$ cat src/rtl/adc_scan_ctrl.sv
// Multi-channel scan controller for an 8-channel ADC128S022-class serial ADC.
// Runs back-to-back frames under one CS, tracks the one-frame address pipeline, streams and stores results.
module adc_scan_ctrl #(
    parameter int CLK_DIV = 13,
    parameter int NUM_CH  = 8,
    parameter int DATA_W  = 12
) (
    input  logic              Clk,
    input  logic              Rst_n,
    input  logic              Start,
    input  logic              Stop,
    input  logic              Mode,
    input  logic [7:0]        Ch_mask,
    output logic              Busy,
    output logic              Data_valid,
    output logic [2:0]        Data_ch,
    output logic [DATA_W-1:0] Data_out,
    output logic              Scan_done,
    input  logic [2:0]        Rd_ch,
    output logic [DATA_W-1:0] Rd_data,
    output logic              ADC_CS,
    output logic              ADC_SCLK,
    output logic              ADC_DI,
    input  logic              ADC_DO
);

    typedef enum logic [2:0] {IDLE, SETUP, SHIFT, HOLD, GAP} state_t;

    localparam logic [7:0] CH_EN    = 8'((9'd1 << NUM_CH) - 9'd1);
    localparam logic [7:0] DIV_LAST = 8'(CLK_DIV - 1);

    function automatic logic [2:0] first_ch(input logic [7:0] mask);
        first_ch = 3'd0;
        for (int i = 7; i >= 0; i--) if (mask[i]) first_ch = 3'(i);
    endfunction

    function automatic logic [2:0] last_ch(input logic [7:0] mask);
        last_ch = 3'd0;
        for (int i = 0; i < 8; i++) if (mask[i]) last_ch = 3'(i);
    endfunction

    // Next enabled channel after cur, wrapping; returns cur itself when it is the only one.
    function automatic logic [2:0] next_ch(input logic [7:0] mask, input logic [2:0] cur);
        logic [2:0] idx;
        next_ch = cur;
        for (int i = 7; i >= 1; i--) begin
            idx = cur + 3'(i);
            if (mask[idx]) next_ch = idx;
        end
    endfunction

    state_t            state, state_n;
    logic [7:0]        eff_mask, mask_r;
    logic              mode_r;
    logic [7:0]        div_cnt;
    logic              div_end;
    logic [3:0]        bit_cnt;
    logic [2:0]        next_addr, frame_addr, frame_data_ch, end_ch;
    logic              frame_has_data, not_first, flush, stop_req, deliver_pend;
    logic [15:0]       di_sr;
    logic [11:0]       shreg;
    logic [DATA_W-1:0] rf [8];
    logic              accept, frame_start, rise, fall, last_rise, is_last, stop_hit;

    assign eff_mask  = Ch_mask & CH_EN;
    assign div_end   = (div_cnt == DIV_LAST);
    assign end_ch    = last_ch(mask_r);
    assign last_rise = rise && (bit_cnt == 4'd15);
    assign is_last   = flush || (!mode_r && frame_has_data && frame_data_ch == end_ch);
    assign stop_hit  = Stop && (state == SHIFT) && !flush;
    assign Rd_data   = rf[Rd_ch];

    // NOTE: every output of an always_comb gets a default first, so no path leaves one unassigned and infers a latch.
    always_comb begin
        state_n     = state;
        accept      = 1'b0;
        frame_start = 1'b0;
        rise        = 1'b0;
        fall        = 1'b0;
        case (state)
            IDLE:  if (Start && eff_mask != 8'd0) begin
                       accept  = 1'b1;
                       state_n = SETUP;
                   end
            SETUP: if (div_end) begin
                       frame_start = 1'b1;
                       state_n     = SHIFT;
                   end
            SHIFT: if (div_end) begin
                       if (!ADC_SCLK) begin
                           rise = 1'b1;
                           if (bit_cnt == 4'd15 && is_last) state_n = HOLD;
                       end else if (bit_cnt == 4'd15) begin
                           frame_start = 1'b1;
                       end else begin
                           fall = 1'b1;
                       end
                   end
            HOLD:  if (div_end) state_n = GAP;
            GAP:   if (div_end) state_n = IDLE;
            default: state_n = IDLE;
        endcase
    end

    // NOTE: clocked state uses non-blocking assignments so every register samples pre-edge values.
    always_ff @(posedge Clk or negedge Rst_n) begin
        if (!Rst_n) state <= IDLE;
        else        state <= state_n;
    end

    always_ff @(posedge Clk or negedge Rst_n) begin
        if (!Rst_n) begin
            div_cnt        <= '0;
            bit_cnt        <= '0;
            mask_r         <= '0;
            mode_r         <= 1'b0;
            next_addr      <= '0;
            frame_addr     <= '0;
            frame_data_ch  <= '0;
            frame_has_data <= 1'b0;
            not_first      <= 1'b0;
            flush          <= 1'b0;
            stop_req       <= 1'b0;
            deliver_pend   <= 1'b0;
            di_sr          <= '0;
            shreg          <= '0;
            Busy           <= 1'b0;
            Data_valid     <= 1'b0;
            Data_ch        <= '0;
            Data_out       <= '0;
            Scan_done      <= 1'b0;
            ADC_CS         <= 1'b1;
            ADC_SCLK       <= 1'b1;
            ADC_DI         <= 1'b0;
        end else begin
            div_cnt <= (state == IDLE || div_end) ? 8'd0 : div_cnt + 8'd1;
            Busy    <= (state_n != IDLE);
            ADC_CS  <= !(state_n inside {SETUP, SHIFT, HOLD});

            if (accept) begin
                mask_r    <= eff_mask;
                mode_r    <= Mode;
                next_addr <= first_ch(eff_mask);
                not_first <= 1'b0;
                flush     <= 1'b0;
                stop_req  <= 1'b0;
            end

            // A Stop seen anywhere in a frame turns the following frame into the flush frame.
            if (frame_start) begin
                flush          <= stop_req || stop_hit;
                stop_req       <= 1'b0;
                frame_addr     <= next_addr;
                frame_data_ch  <= frame_addr;
                frame_has_data <= not_first;
                not_first      <= 1'b1;
                next_addr      <= next_ch(mask_r, next_addr);
                bit_cnt        <= 4'd0;
                ADC_SCLK       <= 1'b0;
                ADC_DI         <= 1'b0;
                di_sr          <= {2'b00, next_addr, 11'd0};
            end else if (stop_hit) begin
                stop_req <= 1'b1;
            end

            if (fall) begin
                bit_cnt  <= bit_cnt + 4'd1;
                ADC_SCLK <= 1'b0;
                ADC_DI   <= di_sr[14];
                di_sr    <= di_sr << 1;
            end

            if (rise) begin
                ADC_SCLK <= 1'b1;
                shreg    <= {shreg[10:0], ADC_DO};
            end

            deliver_pend <= last_rise && frame_has_data;
            Data_valid   <= deliver_pend;
            Scan_done    <= deliver_pend && (frame_data_ch == end_ch);
            if (deliver_pend) begin
                Data_ch  <= frame_data_ch;
                Data_out <= shreg[11 -: DATA_W];
            end
        end
    end

    // NOTE: the result store is reset explicitly because reads of never-scanned channels must return 0.
    always_ff @(posedge Clk or negedge Rst_n) begin
        if (!Rst_n) begin
            for (int i = 0; i < 8; i++) rf[i] <= '0;
        end else if (deliver_pend) begin
            rf[frame_data_ch] <= shreg[11 -: DATA_W];
        end
    end

endmodule

$ cat config.mk
export PLATFORM = sky130hd
export DESIGN_NAME = adc_scan_ctrl
export DESIGN_NICKNAME = d
export VERILOG_FILES = /design/src/rtl/adc_scan_ctrl.sv
export SDC_FILE = /design/constraint.sdc
export NUM_CORES = 1
export LEC_CHECK = 0
export BUFFER_PORTS_ARGS = -buffer_cell sky130_fd_sc_hd__buf_2
export CAP_MARGIN = 20
export CORE_ASPECT_RATIO = 1.75
export CORE_MARGIN = 2
export CORE_UTILIZATION = 61
export DETAILED_ROUTE_END_ITERATION = 7
export PLACE_DENSITY = 0.9
export SYNTH_ARGS = -nofsm -noshare
export SYNTH_HDL_FRONTEND = slang
export SYNTH_SLANG_ARGS = --single-unit
$ cat constraint.sdc
create_clock -name Clk -period 3.9 [get_ports Clk]
set_input_delay 0.195 -clock Clk [delete_from_list [all_inputs] [get_ports Clk]]
set_output_delay 0.195 -clock Clk [all_outputs]
set_load 0.005 [all_outputs]
==> results of run 1 <==
worst min path at each step:
stage | endpoint | from | slack (ps)
floorplan | ADC_DI | Rst_n | -100
global route | mask_r[5] | Ch_mask[5] | 40
global placement | rf[43] | Rst_n | 430
CTS | mask_r[5] | Ch_mask[5] | 20
detailed placement | shreg[0] | ADC_DO | 430
finish | mask_r[5] | Ch_mask[5] | 30
where the power goes:
group	internal, mW	switching [mW]
registers	1.77	0.00141
logic	0.0265	0.0592
clock network	0.940	0.788
worst reg2reg max path, delay by kind of cell, from the launching register on:
kind | cells | cell delay (ps)
compound gates | 2 | 290
fa+ha+maj | 1 | 470
buf+inv | 1 | 180
flops | 1 | 610
mux | 2 | 990
simple gates | 2 | 380
metrics by stage:
step	hold slack, ps	cell area [um2]	cells
6_report	26.9	9310	844
3_5_place_dp	433	8640	808
4_1_cts	22.8	9280	843
2_1_floorplan	-101	8300	618
3_3_place_gp	427	8640	808
5_1_grt	41.7	9310	844
metal layers:
metal / up-vias / GRT usage / share of wire
met2: 147 / 0.502 / 0.56
met1: 2780 / 0.320 / 0.37
met4: 0 / 0.136 / 0.038
met5: - / 0 / 0
li1: 2338 / - / -
met3: 53 / 0.0530 / 0.034
timing repair:
item / 4_1_cts / 5_1_grt
hold buffers: 3 / 0
setup buffers: 0 / 0
endpoints found under the hold margin: 14 / 0
synthesized netlist by cell type (3+ instances only):
cell type,instances
nand4_1,3
ha_1,5
nand3_1,6
clkbuf_1,24
nor2b_1,5
mux4_2,30
nor3b_1,3
o21ai_0,14
mux2i_1,5
a21o_1,3
a31oi_1,4
o21bai_1,3
buf_1,10
nand2_1,39
o31ai_1,4
buf_6,4
a22o_1,4
o221ai_1,3
inv_1,16
or2_2,3
nor3_1,7
dfrtp_1,169
nand2b_1,5
mux2_2,146
xnor2_1,3
o211ai_1,3
a21oi_1,7
nor2_1,25
nand4b_1,4
a211oi_1,3
xor2_1,7
cell families (layout without fill, tap and decap cells):
group | after synthesis | count (layout) | share of synthesized area
adder cells (fa/ha/maj) | 5 | 5 | 0.00754
flip-flops | 171 | 171 | 0.516
multiplexers | 186 | 186 | 0.296
buffers and inverters | 63 | 115 | 0.0366
AND/OR/NAND/NOR | 116 | 116 | 0.0712
AO/OA/AOI/OAI | 67 | 67 | 0.0624
XOR/XNOR | 10 | 10 | 0.0106
flip-flops by register name, indices dropped and copies added, names as in the netlist, 3 cells and up:
register / count
Data_ch: 3
Data_out: 12
bit_cnt: 4
di_sr: 4
div_cnt: 8
frame_addr: 3
frame_data_ch: 3
mask_r: 8
next_addr: 3
rf: 96
shreg: 12
state: 3
cell type report:
| cell class | count | area [um2] |
|---|---|---|
| sequential | 171 | 4280 |
| fill | 887 | 4070 |
| multi-input combinational | 384 | 3730 |
| clock buffer | 18 | 439 |
| timing repair buffer | 65 | 399 |
| tap | 174 | 218 |
| clock inverter | 14 | 174 |
| inverter | 18 | 67.6 |
cell usage in the layout (no fill, tap or decap), types with 6 or more instances in the layout:
cell type / Yosys / final
inv_1: 16 / 16
buf_2: 2 / 48
clkbuf_16: 0 / 17
nand3_1: 6 / 6
xor2_1: 7 / 7
mux4_2: 30 / 30
buf_4: 1 / 12
inv_8: 0 / 6
nand2_1: 39 / 39
o21ai_0: 14 / 14
nor2_1: 25 / 25
a21oi_1: 7 / 7
dfrtp_1: 169 / 169
mux2_2: 146 / 146
==> out/summary.txt, run 1 <==
status = completed
Hold Path Stages = 3
Max-cap violations = 0
Avg Cell Area, Syn = 13.4 um2
crit end category = flop
RR Endpoint = next_addr[1]
CP Launch Type = flop
EDFF count, synth = 0
Pwr Total = 3.59 mW
unique cell type count in the Yosys netlist = 70
Crit Path Class = reg -> reg
Final Core Density = 0.696
GPL Wtd Cong = 0.828
diode count = 0
vias per cell = 6.30
CP top delay family = multiplexers
CP Cell Sequence = clkinv_1, ha_1, mux4_1, mux2_2, and2b_2, o21ai_0, nor4b_1, a211oi_2
Root Driver = clkbuf_16
crit path to = next_addr[1]
CP max-delay cell = mux4_1
clk_lat worst skew = 430 ps
Post-DP HPWL = 12300 um
layout cell share with drive strength beyond 1 = 0.442
Final Max Slew Viols = 0
Seq/Total Area, Yosys = 0.516
H-tree depth = 4
final setup vio count = 0
grt total ovfl = 0
CP max FO = 10
R2R Setup Slk = 900 ps
Mapped Nets = 640
routed vias = 5318
number of global-route vias before repair = 5826
setup slack at placement = 923 ps
core area = 13400 um2
max incr delay on CP = 660 ps
RSZ-0062 raised after global routing = no
crit path launch = next_addr[1]
WL/cell = 22.5 um
number of antenna violations at the first check in global routing = 0
worst r2r src = next_addr[1]
Tcrit/Tclk final = 0.770
largest net degree at the start of global routing = 128
max_slew headroom = 0.313
Levels on crit path = 8
final net count = 679
TritonCTS clock tree = built
Mapped Area = 8300 um2
initial DRC count = 352
# DRC = 0
Area growth syn-to-layout = 12.2%
first-pass GRT wire length = 30800 um
area fraction of the dominant cell type after synthesis = 0.510
Leakage = 4.58 nW
Setup TNS = 0 ps
final worst slack = 897 ps
Pwr Density = 385 nW/um2
Max Clock Skew = 9.32 ps
Final Hold Vio Count = 0
Ys Warns = 0
overall global routing resource usage = 0.280
clock sinks = 171
Critical Path AT = 3340 ps
ys async rst share = 1.00
post-synth top area cell = dfrtp_1
chip width = 92.2 um
cts bufs inserted = 17
Initial Util = 0.620
Yosys reg bits = 171
required time worst endpoint = 4240 ps
Slew @ Worst Pin = 1030 ps
Synth Flop Type = dfrtp_1
f_max = 0.333 GHz
post-CTS resize count = 0
count of input and output buffers = 49
Crit path buffers/inverters = 1
I/O Pins = 50
clock-pin slew on the worst setup and hold paths = 70 ps
minimum clock period = 3000 ps
peak supply drop = 0.282 mV
Hold Path Class = in -> reg
Register-to-Register Path Depth = 8
die height = 158 um
Rows = 56
top post-synthesis cells by area = dfrtp_1, mux2_2, mux4_2, nand2_1, nor2_1
clock buffer depth = 2
DRT antenna net count = 0
final WL = 19000 um
Post-Syn Instances = 618
TritonRoute pass-1 iters = 5
Die Area = 14600 um2
(Power assumes the default switching activity.)
==> inputs of run 2 (changes only) <==
Clock period 3.9 ns to 3 ns, I/O delays scaled along.
==> run 2 against run 1 <==
  * Clock skew shrank 0.91 ps
  * Critical path type unchanged
  * Routed wire length shrank 3.9%
  * Core utilization grew 0.37 points
  * Via count shrank 0.66%
  * Non-clock buffer count grew 6
==> out/summary.txt, run 2 (synthesis results as in run 1) <==
clock sinks = 171
largest net degree at the start of global routing = 77
H-tree depth = 4
clock buffer depth = 2
count of input and output buffers = 49
chip width = 92.2 um
clk_lat worst skew = 430 ps
layout cell share with drive strength beyond 1 = 0.444
clock-pin slew on the worst setup and hold paths = 70 ps
crit path to = next_addr[1]
post-CTS resize count = 0
crit path launch = next_addr[1]
Initial Util = 0.620
I/O Pins = 50
Cell Area, Placed = 8700 um2
Hold Buf Count CTS = 4
GPL Wtd Cong = 0.827
Biggest register = rf
Area growth syn-to-layout = 12.8%
Slew @ Worst Pin = 1000 ps
final net count = 685
overall global routing resource usage = 0.271
initial DRC count = 300
Layout fillers = 913
Max Clock Skew = 8.41 ps
largest registers = rf: 96 flops, Data_out: 12 flops, shreg: 12 flops
die height = 158 um
DRT antenna net count = 0
CP max FO = 8
Setup TNS = 0 ps
TritonRoute pass-1 iters = 6
final WL = 18300 um
grt total ovfl = 0
TritonCTS clock tree = built
f_max = 0.370 GHz
final setup vio count = 0
Leakage = 4.61 nW
worst r2r src = next_addr[1]
RR Endpoint = next_addr[1]
Tcrit/Tclk final = 0.902
crit end category = flop
Post CTS Setup Buffer Count = 0
vias per cell = 6.22
max_slew headroom = 0.330
cts bufs inserted = 17
worst hold slack = 9.99 ps
Root Driver = clkbuf_16
Crit Path Class = reg -> reg
# DRC = 0
Post-DP HPWL = 12300 um
status = completed
Pwr Density = 505 nW/um2
fin area = 9360 um2
R2R Setup Slk = 300 ps
number of global-route vias before repair = 5778
Rows = 56
Register-to-Register Path Depth = 8
most common cell after layout, fill and taps aside = dfrtp_1
number of antenna violations at the first check in global routing = 0
Die Area = 14600 um2
Pwr Total = 4.73 mW
minimum clock period = 2700 ps
CP Launch Type = flop
Critical Path AT = 3050 ps
Max-cap violations = 0
routed vias = 5283
Final Hold Vio Count = 0
RSZ-0062 raised after global routing = no
WL/cell = 21.5 um
diode count = 0
Hold Path Class = in -> reg
Final Max Slew Viols = 0
first-pass GRT wire length = 30200 um
core area = 13400 um2
required time worst endpoint = 3350 ps
most frequent cells in the layout = dfrtp_1, mux2_2, buf_2
peak supply drop = 0.336 mV
max reg flops = 96
-- run 2: cell count changes in the layout (fill, tap and decap cells not counted), sizes merged --
cell,before,now
buf,62,67
clkinv,7,4
bufinv,1,3
clkinvlp,0,2
inv,24,22
clkbuf,18,19
dlygate4sd3,3,4
-- run 2: per-stage QoR --
step                      cells   util  setup slack [ps]
after floorplan             618      -               296
after global placement      814  0.650               410
after detailed placement    814  0.650               391
after CTS                   850  0.700               321
after global routing        850  0.700               160
final                       850  0.700               295
-- run 2: worst max-delay path: stages (launching register included) --
cell and delay (ps):
dfrtp_1 350, clkinv_1 90, ha_1 450, mux4_1 660, nor2_1 190, nand4_2 180
o41ai_4 370, nor4b_1 130, a211oi_2 200
-- run 2: worst min path at each step --
stage | cells after the start | end | slack, ps | startpoint
finish | 2 | mask_r[3] | 10 | Ch_mask[3]
global route | 2 | mask_r[7] | 20 | Ch_mask[7]
CTS | 3 | mask_r[5] | 4 | Ch_mask[5]
detailed placement | 1 | rf[31] | 220 | Rst_n
global placement | 1 | rf[43] | 210 | Rst_n
floorplan | 0 | ADC_DI | -150 | Rst_n
-- run 2: routing by layer --
metal	part of all wire	GRT usage	vias to the layer above
met5	0	0	-
met1	0.39	0.317	2784
met3	0.027	0.0412	34
li1	-	-	2347
met2	0.56	0.498	118
met4	0.023	0.109	0
-- run 2: area by class of cell --
class                      instances  area [um2]  share of cell area
timing repair buffer              71         439              0.0469
sequential                       171        4280               0.457
tap                              174         218              0.0233
clock inverter                    13         180              0.0192
multi-input combinational        384        3730               0.399
inverter                          18        67.6             0.00722
clock buffer                      19         443              0.0473
-- run 2: power by group --
part	switching, mW	internal [mW]
Clock	0.952	1.36
Combinational	0.0771	0.0349
Sequential	0.00186	2.31
Total	1.03	3.70
==> inputs of run 3 (changes only) <==
Settings changed: CORE_ASPECT_RATIO 1.75 to 1.2.
==> run 3 against run 2 <==
  * Routed wire length is 0.80% lower
  * Global-route usage is 1.3 points lower
  * Sequential share of layout area stayed put
  * Highest routed layer unchanged
==> out/summary.txt, run 3 (synthesis results as in run 1) <==
status = completed
core area = 13200 um2
Final Max Slew Viols = 0
cts bufs inserted = 17
Hold Path Class = in -> reg
Area growth syn-to-layout = 12.8%
final setup vio count = 0
Tcrit/Tclk final = 0.942
Max Clock Skew = 6.25 ps
wire length on met1 = 7170 um
post-CTS resize count = 0
TritonRoute pass-1 iters = 5
H-tree depth = 4
vias per cell = 6.31
most frequent cells in the layout = dfrtp_1, mux2_2, buf_2
number of global-route vias before repair = 5772
clock buffer depth = 2
f_max = 0.354 GHz
diode count = 0
RSZ-0062 raised after global routing = no
peak supply drop = 0.364 mV
Max-cap violations = 0
Crit Path Class = reg -> reg
fin area = 9360 um2
largest registers = rf: 96 flops, Data_out: 12 flops, shreg: 12 flops
setup slack at placement = 219 ps
WL met3 = 976 um
WL/cell = 21.4 um
Biggest register = rf
die height = 132 um
routed vias = 5349
initial DRC count = 369
largest net degree at the start of global routing = 77
CP Launch Type = flop
first-pass GRT wire length = 29600 um
DR WL met2 = 9430 um
Top Layer Used = met4
Final Hold Vio Count = 0
DRT antenna net count = 0
count of input and output buffers = 49
Critical Path AT = 3110 ps
Die Area = 14600 um2
CP max FO = 8
most common cell after layout, fill and taps aside = dfrtp_1
Initial Util = 0.627
# DRC = 0
Post-DP HPWL = 11800 um
TritonCTS clock tree = built
chip width = 110 um
clock sinks = 171
I/O Pins = 50
Leakage = 4.60 nW
number of antenna violations at the first check in global routing = 0
Slew @ Worst Pin = 653 ps
Cell Area, Placed = 8690 um2
overall global routing resource usage = 0.258
final worst slack = 173 ps
crit end category = flop
layout cell share with drive strength beyond 1 = 0.443
Pwr Density = 491 nW/um2
final net count = 689
minimum clock period = 2830 ps
final WL = 18100 um
Root Driver = clkbuf_16
grt total ovfl = 0
max_slew headroom = 0.565
required time worst endpoint = 3280 ps
Setup TNS = 0 ps
Rows = 46
clk_lat worst skew = 430 ps
clock-pin slew on the worst setup and hold paths = 60 ps
GPL Wtd Cong = 0.938
max reg flops = 96
run 3: changes by cell type in the layout (fill, tap and decap cells not counted):
cell | before | now
dlygate4sd3_1 | 4 | 8
clkinv_2 | 0 | 2
clkinv_4 | 2 | 4
bufinv_16 | 3 | 2
clkbuf_1 | 1 | 0
clkbuf_8 | 1 | 0
clkinvlp_4 | 2 | 3
inv_6 | 4 | 3
inv_8 | 2 | 1
run 3: metal layers:
| layer | global-route usage | vias to the layer above |
|---|---|---|
| met5 | 0 | - |
| met4 | 0.119 | 0 |
| met3 | 0.0529 | 52 |
| met2 | 0.439 | 189 |
| met1 | 0.319 | 2743 |
| li1 | - | 2365 |
run 3: report_power, final:
group | leakage [nW] | internal, mW | switching [mW]
logic | 2.02 | 0.0375 | 0.0762
registers | 2.30 | 2.31 | 0.00203
clock network | 0.282 | 1.24 | 0.934
total | 4.60 | 3.58 | 1.01
run 3: worst paths after layout:
path	from	end	slack, ps	cells after the start
worst min register to register	frame_addr[0]	frame_data_ch[0]	480	2
worst min-delay path	Ch_mask[1]	mask_r[1]	9	2
max in group asynchronous	Rst_n	ADC_SCLK	1830	3
min in group asynchronous	Rst_n	rf[33]	310	2
worst max-delay path	next_addr[1]	next_addr[1]	170	8
worst max register to register	next_addr[1]	next_addr[1]	170	8
run 3: layout make-up:
| class | instances | area [um2] |
|---|---|---|
| repair buffers | 75 | 479 |
| clock inverters | 15 | 165 |
| inverters | 18 | 67.6 |
| well taps | 168 | 210 |
| clock buffers | 17 | 425 |
| multi-input cells | 384 | 3730 |
| flip-flops and latches | 171 | 4280 |
| fillers | 837 | 3880 |
run 3: timing repair:
item,CTS,global route
setup buffers,0,0
hold buffers,8,0
endpoints found under the hold margin,72,0
endpoints found under the setup margin,0,0
run 3: worst max-delay path, stage by stage, from the launching register on:
cell	delay (ps)
dfrtp_1	360
clkinv_1	90
ha_1	470
mux4_1	660
mux2_2	340
nand3_1	100
o211ai_1	120
nor4b_1	460
a211oi_2	100
run 3: stage by stage:
| stage | utilization | std cells | total power [mW] | hold WS [ps] |
|---|---|---|---|---|
| after floorplan | - | 618 | 2.39 | -146 |
| after global placement | 0.657 | 808 | 2.46 | 174 |
| after detailed placement | 0.657 | 808 | 2.46 | 197 |
| after CTS | 0.707 | 848 | 4.63 | 1.55 |
| after global routing | 0.707 | 848 | 4.75 | 23.1 |
| final | 0.707 | 848 | 4.60 | 8.75 |
